$ cat config.mk
export PLATFORM = sky130hd
export DESIGN_NAME = alu_issue_arbiter
export DESIGN_NICKNAME = d
export VERILOG_FILES = /design/src/rtl/alu_issue_arbiter.sv
export SDC_FILE = /design/constraint.sdc
export NUM_CORES = 1
export LEC_CHECK = 0
export CAP_MARGIN = 20
export CORE_UTILIZATION = 39
export CTS_CLUSTER_DIAMETER = 40
export DETAILED_ROUTE_END_ITERATION = 6
export HOLD_SLACK_MARGIN = 0.08
export PLACE_DENSITY = 0.9
export SETUP_SLACK_MARGIN = 0.5
export SLEW_MARGIN = 20
export SYNTH_ARGS = -nofsm -noshare
export SYNTH_HDL_FRONTEND = slang
export SYNTH_SLANG_ARGS = --single-unit
export TNS_END_PERCENT = 20
$ cat constraint.sdc
create_clock -name i_clk -period 2.83 [get_ports i_clk]
set_input_delay 0.849 -clock i_clk [delete_from_list [all_inputs] [get_ports i_clk]]
set_output_delay 0.849 -clock i_clk [all_outputs]
set_load 0.05 [all_outputs]
$ cat src/rtl/alu_issue_arbiter.sv
// Round-robin issue arbiter sharing one 12-bit ALU between two requesters, with MAC-burst grant locking.
// Optional statistics counters are enabled with `define ALU_ARB_STATS_EN.
module alu_issue_arbiter #(
  parameter int DATA_W = 12,
  parameter int INST_W = 3,
  parameter int STAT_W = 16
) (
  input  logic                i_clk,
  input  logic                i_rst,
  input  logic [1:0]          i_req_valid,
  input  logic [2*INST_W-1:0] i_req_inst,
  input  logic [2*DATA_W-1:0] i_req_data_a,
  input  logic [2*DATA_W-1:0] i_req_data_b,
  input  logic [1:0]          i_req_last,
  output logic [1:0]          o_req_ready,
  output logic                o_alu_valid,
  output logic [INST_W-1:0]   o_alu_inst,
  output logic [DATA_W-1:0]   o_alu_data_a,
  output logic [DATA_W-1:0]   o_alu_data_b,
  input  logic                i_alu_valid,
  input  logic [DATA_W-1:0]   i_alu_data,
  input  logic                i_alu_overflow,
  output logic [1:0]          o_rsp_valid,
  output logic [DATA_W-1:0]   o_rsp_data,
  output logic                o_rsp_overflow,
`ifdef ALU_ARB_STATS_EN
  output logic [STAT_W-1:0]   o_stat_issue0,
  output logic [STAT_W-1:0]   o_stat_issue1,
  output logic [STAT_W-1:0]   o_stat_break,
`endif
  output logic                o_mac_break
);

  localparam int STAGES = 2;
  localparam logic [INST_W-1:0] MAC_OP = INST_W'(3);

  typedef enum logic [1:0] {S_IDLE, S_LOCK, S_GAP} state_t;

  state_t state, state_n;
  logic   owner, owner_n, rr, gnt, brk, accept;
  logic [1:0] rdy, is_mac;

  logic [1:0][INST_W-1:0] inst;
  logic [1:0][DATA_W-1:0] opa, opb;

  // vld_pipe[0]: ALU issue stage, [1]: ALU result stage, [2]: response stage
  logic [STAGES:0] vld_pipe;
  logic [STAGES:0] id_pipe;

  for (genvar r = 0; r < 2; r++) begin : g_unpack
    assign inst[r]   = i_req_inst[r*INST_W +: INST_W];
    assign opa[r]    = i_req_data_a[r*DATA_W +: DATA_W];
    assign opb[r]    = i_req_data_b[r*DATA_W +: DATA_W];
    assign is_mac[r] = (inst[r] == MAC_OP);
  end

  always_comb begin
    state_n = state;
    owner_n = owner;
    gnt     = 1'b0;
    rdy     = '0;
    brk     = 1'b0;
    case (state)
      S_IDLE: begin
        gnt = (&i_req_valid) ? rr : i_req_valid[1];
        if (|i_req_valid) begin
          rdy[gnt] = 1'b1;
          if (is_mac[gnt]) begin
            owner_n = gnt;
            state_n = i_req_last[gnt] ? S_GAP : S_LOCK;
          end
        end
      end
      S_LOCK: begin
        gnt = owner;
        if (i_req_valid[owner] && is_mac[owner]) begin
          rdy[owner] = 1'b1;
          if (i_req_last[owner]) state_n = S_GAP;
        end else begin
          // The resulting issue bubble clears the ALU accumulator.
          brk     = 1'b1;
          state_n = S_IDLE;
        end
      end
      S_GAP:   state_n = S_IDLE;
      default: state_n = S_IDLE;
    endcase
    if (i_rst) begin
      rdy = '0;
      brk = 1'b0;
    end
  end

  assign o_req_ready = rdy;
  assign accept      = |rdy;

  always_ff @(posedge i_clk) begin
    if (i_rst) begin
      state          <= S_IDLE;
      owner          <= 1'b0;
      rr             <= 1'b0;
      o_alu_valid    <= 1'b0;
      o_alu_inst     <= '0;
      o_alu_data_a   <= '0;
      o_alu_data_b   <= '0;
      vld_pipe       <= '0;
      id_pipe        <= '0;
      o_rsp_data     <= '0;
      o_rsp_overflow <= 1'b0;
      o_mac_break    <= 1'b0;
    end else begin
      state        <= state_n;
      owner        <= owner_n;
      if (accept) rr <= ~gnt;
      o_alu_valid  <= accept;
      o_alu_inst   <= accept ? inst[gnt] : '0;
      o_alu_data_a <= accept ? opa[gnt]  : '0;
      o_alu_data_b <= accept ? opb[gnt]  : '0;
      vld_pipe     <= {vld_pipe[1] & i_alu_valid, vld_pipe[0], accept};
      id_pipe      <= {id_pipe[1], id_pipe[0], gnt};
      o_rsp_data     <= (vld_pipe[1] && i_alu_valid) ? i_alu_data : '0;
      o_rsp_overflow <= vld_pipe[1] && i_alu_valid && i_alu_overflow;
      o_mac_break    <= brk;
    end
  end

  assign o_rsp_valid = vld_pipe[2] ? (id_pipe[2] ? 2'b10 : 2'b01) : 2'b00;

`ifdef ALU_ARB_STATS_EN
  always_ff @(posedge i_clk) begin
    if (i_rst) begin
      o_stat_issue0 <= '0;
      o_stat_issue1 <= '0;
      o_stat_break  <= '0;
    end else begin
      if (rdy[0] && (o_stat_issue0 != '1)) o_stat_issue0 <= o_stat_issue0 + 1'b1;
      if (rdy[1] && (o_stat_issue1 != '1)) o_stat_issue1 <= o_stat_issue1 + 1'b1;
      if (brk    && (o_stat_break  != '1)) o_stat_break  <= o_stat_break + 1'b1;
    end
  end
`endif

endmodule

; ---- Word level (Yosys, flattened, before mapping)
; Cells that the tools add are included.
; W data, S select, Z words.
[totals]
inputBits = 74
wordCells = 77
output_inout_bits = 46
ff_bits = 52
[classes]
bitwise_logic = 5
eq_ne = 6
order_cmp = 5
reduce_logical = 14
n_mux = 35
[ops]
columns = op, n
row1 = $mux W12, 4
row2 = $mux W2, 10
row3 = $mux W1, 14
row4 = $reduce_or A2 Y1, 5
row5 = $pmux W2 S2, 2
row6 = $eq A3 B2 Y1 const B, 2
row7 = $lt A1 B2 Y1 const B, 3
row8 = $mux W3, 2
row9 = $reduce_and A3 Y1, 2
row10 = $logic_and A1 B1 Y1, 5
row11 = $ne A2 B2 Y1 const B, 2
row12 = $not A1 Y1, 4
row13 = $ne A3 B3 Y1 const B, 1
row14 = $demux W1 S1, 2
row15 = $eq A2 B1 Y1 const B, 1
row16 = $ge A1 B1 Y1 const B, 2
row17 = $logic_not A2 Y1, 1
row18 = $pmux W1 S2, 1
row19 = $reduce_and A2 Y1, 1
row20 = $and A1 B1 Y1, 1

; ---- Longest topological paths before layout
[logic_depth]
depth_word = 12
ltp_mapped = 7
depth_no_buf = 4

; ---- Worst setup path after synthesis
; No wires, ideal clock.
[synth_path]
path_kind = input-to-output
start = input port i_rst
end = output port o_req_ready[1]
slack_ps = -628
required_time_ps = 1981
path_buffers = 2
path_stages = 4
arrival_time_ps = 2609
cell_sequence = clkbuf_2 -> or2_1 -> buf_4 -> a311oi_1
[synth_between]
elab_chain_cells = 1
[synth_rtl]
columns = item, line_no
row1 = from (decl), 9  ; input logic i_rst,
row2 = $mux W2, 88  ; if (i_rst) begin
row3 = to (decl), 15  ; output logic [1:0] o_req_ready,
; Every way passes these cells.

; ---- Worst setup path after layout
[layout_path]
start = input port i_req_inst[5]
end = output port o_req_ready[1]
[layout_between]
elab_chain_cells = 7
[layout_rtl]
columns = item, line_no
row1 = from (decl), 11  ; input logic [2*INST_W-1:0] i_req_inst,
row2 = $eq A3 B2 Y1, 54  ; assign is_mac[r] = (inst[r] == MAC_OP);
row3 = $mux W1 (implied by the code) (2 in a row), 76  ; if (i_req_valid[owner] && is_mac[owner]) begin
row4 = $logic_and A1 B1 Y1, 76
row5 = $mux W2, 76
row6 = $pmux W2 S2, 63  ; case (state)
row7 = $mux W2, 88
; Every way passes these cells. The select of a mux whose other input is x is not followed.

==> flow_summary.json <==
{
  "report.final.slew_viol_count": 0,
  "ios": 120,
  "yosys_warnings": 0,
  "num-nets-final": 423,
  "first_iter_violations": 121,
  "worst_setup_path_end_kind": "output pin",
  "setup_ws_ns": 0.0801,
  "cts_tree": "done",
  "yosys.area_share.simple": 0.209,
  "cp.required_ns": 1.98,
  "syn_inst": 213,
  "gp_congestion": 0.956,
  "avgSynthCellArea_um2": 10.4,
  "r2r_cells": 5,
  "slew_headroom": 0.642,
  "diodes": 0,
  "p_leak_nw": 1.45,
  "numCtsBuffers": 5,
  "drv_cap": 0,
  "grt_pass1_vias": 1977,
  "multiInputGateArea_um2": 1030,
  "tightest_slew_ns": 0.535,
  "route.antenna.remaining_nets": 0,
  "core_area_um2": 5470,
  "powerDensity_nw_per_um2": 461,
  "dp_hpwl_mm": 4.43,
  "drive_gt1_frac": 0.237,
  "cts_buffer_depth": 2,
  "io_buffers": 119,
  "clock_skew_ns": 0.00769,
  "grt_pass1_wl_mm": 9.58,
  "synthAdderAreaFrac": 0,
  "cts-hold-fix-buffers": 0,
  "antenna_found_initial": 0,
  "synth_ff_type": "dfxtp_1",
  "regArea_um2": 1020,
  "num_vias": 2137,
  "grt_max_degree": 26,
  "final_core_util": 0.680,
  "synth_nets": 287,
  "cp.arrival_ns": 1.90,
  "clock-sinks": 51,
  "hp-class": "reg -> reg",
  "fmax_mhz": 364,
  "area_growth_pct": 68.2,
  "hold_viol_final": 0,
  "tns_ns": 0,
  "ys_ff_latch": 51,
  "num-fill-cells": 436,
  "synth-edff-count": 0,
  "drt_wl_total_mm": 6.20,
  "die_h_um": 77.3,
  "drc": 0,
  "initial_utilization": 0.404,
  "synth_mux_area_frac": 0,
  "overflow": 0,
  "crit_path_start_kind": "input pin",
  "cts_root_buf": "clkbuf_8",
  "synthXorXnorAreaFrac": 0,
  "status": "completed",
  "dr.pass1.iters": 5,
  "synth_top_family_by_area": "compound AO/OA/AOI/OAI gates",
  "die_x_um": 77.3,
  "syn-cell-area_um2": 2210,
  "clk_pin_slew_worst_paths_ns": 0.09,
  "period_needed_ns": 2.75,
  "pre_cts_slack_ns": -0.327,
  "critPathMaxFanout": 2,
  "ys_seq_area_frac": 0.462,
  "synth_compound_area_frac": 0.230,
  "die-area_um2": 5980,
  "worstSetupPathType": "in -> out",
  "wl_per_cell_um": 14.7,
  "grt_setup_unrepaired": "yes",
  "holdPathStages": 1,
  "peakVddDrop_v": 0.000227,
  "synth_cell_types": 38,
  "async_reset_ff_frac": 0,
  "setup_violations": 0,
  "finalCritPeriodShare": 0.972,
  "clk_latency_ns": 0.29,
  "grt_use_total": 0.203,
  "htree_levels": 2,
  "viasPerCell": 5.06,
  "std_cell_rows": 27
}
-- where the power goes --
part / switching, mW / internal, mW
logic: 0.238 / 0.213
clock network: 0.239 / 0.266
registers: 0.0106 / 0.748
total: 0.488 / 1.23
-- path summary, 6_finish.rpt --
check | endpoint | slack [ns] | startpoint
worst min register to register | id_pipe[1]$_SDFF_PP0_ | 0.45 | id_pipe[0]$_SDFF_PP0_
worst max-delay path | o_req_ready[1] | 0.08 | i_req_inst[5]
worst min-delay path | id_pipe[1]$_SDFF_PP0_ | 0.45 | id_pipe[0]$_SDFF_PP0_
worst max register to register | o_alu_data_b[3]$_SDFF_PP0_ | 0.95 | state[0]$_SDFFE_PP0P_
-- routing by layer --
metal	GRT usage	up-vias	wire length, um
met1	0.246	1011	2540
met4	0.0472	0	36
met5	0	-	0
li1	-	1015	-
met2	0.365	105	3210
met3	0.0417	6	415
-- cell type report --
| type | instances | share of cell area |
|---|---|---|
| timing repair buffer | 149 | 0.389 |
| clock inverter | 3 | 0.0124 |
| sequential | 51 | 0.274 |
| clock buffer | 5 | 0.0185 |
| multi-input combinational | 139 | 0.278 |
| inverter | 3 | 0.00303 |
| tap | 72 | 0.0242 |
-- sequential cells by signal, indices dropped and copies added (netlist names) --
signal	count
id_pipe	3
o_alu_data_a	12
o_alu_data_b	12
o_alu_inst	3
o_mac_break	1
o_rsp_data	12
o_rsp_overflow	1
owner	1
rr	1
state	2
vld_pipe	3
-- Yosys cell counts (2+ instances only) --
master    count  area share
a21o_1        2      0.0068
a21oi_1       3      0.0068
a221oi_1      6       0.024
a221oi_2     21        0.14
and2_1       14       0.040
and3b_1       2      0.0079
buf_12        2       0.018
buf_4         3       0.010
buf_6        10       0.051
dfxtp_1      51        0.46
inv_1         3      0.0051
nand2_1      58       0.098
nand3_1       4      0.0091
nor2_1        4      0.0068
nor2b_1       5       0.014
o22ai_1       3      0.0085
-- cell families after synthesis --
group,count (synthesis)
buffers and inverters,23
DFF,51
and+or+nand+nor,95
AOI/OAI and AO/OA,44
-- critical path, cell delays in order --
cell,delay (ns)
buf_6,0.09
and3b_2,0.27
nand3_4,0.10
a311oi_4,0.40
buf_12,0.18
-- layout by cell type (no fill, tap or decap), drive strengths merged, types with 2 or more instances in the layout --
master	instances
inv	4
a21oi	3
o22ai	3
a221oi	27
nand3	4
nor2b	5
a21o	2
and3b	3
buf	39
nor2	5
and2	14
dfxtp	51
clkdlybuf4s15	2
clkdlybuf4s50	107
nand3b	2
clkbuf	5
nand2	58
-- stage by stage --
step | power (mW) | hold slack, ns | std cells | instance area, um2
floorplan | 1.03 | 0.414 | 213 | 2240
global placement | 1.21 | 0.420 | 405 | 3530
detailed placement | 1.22 | 0.440 | 405 | 3530
CTS | 1.72 | 0.459 | 418 | 3700
global route | 1.79 | 0.462 | 422 | 3720
finish | 1.72 | 0.453 | 422 | 3720
-- repair_timing --
action                                  CTS  global route
setup buffers                             5             4
pin swaps                                 7             1
endpoints found under the setup margin   18             5
hold endpoints to repair                  0             0
gates resized for setup                  39             2
(Power assumes the default switching activity.)
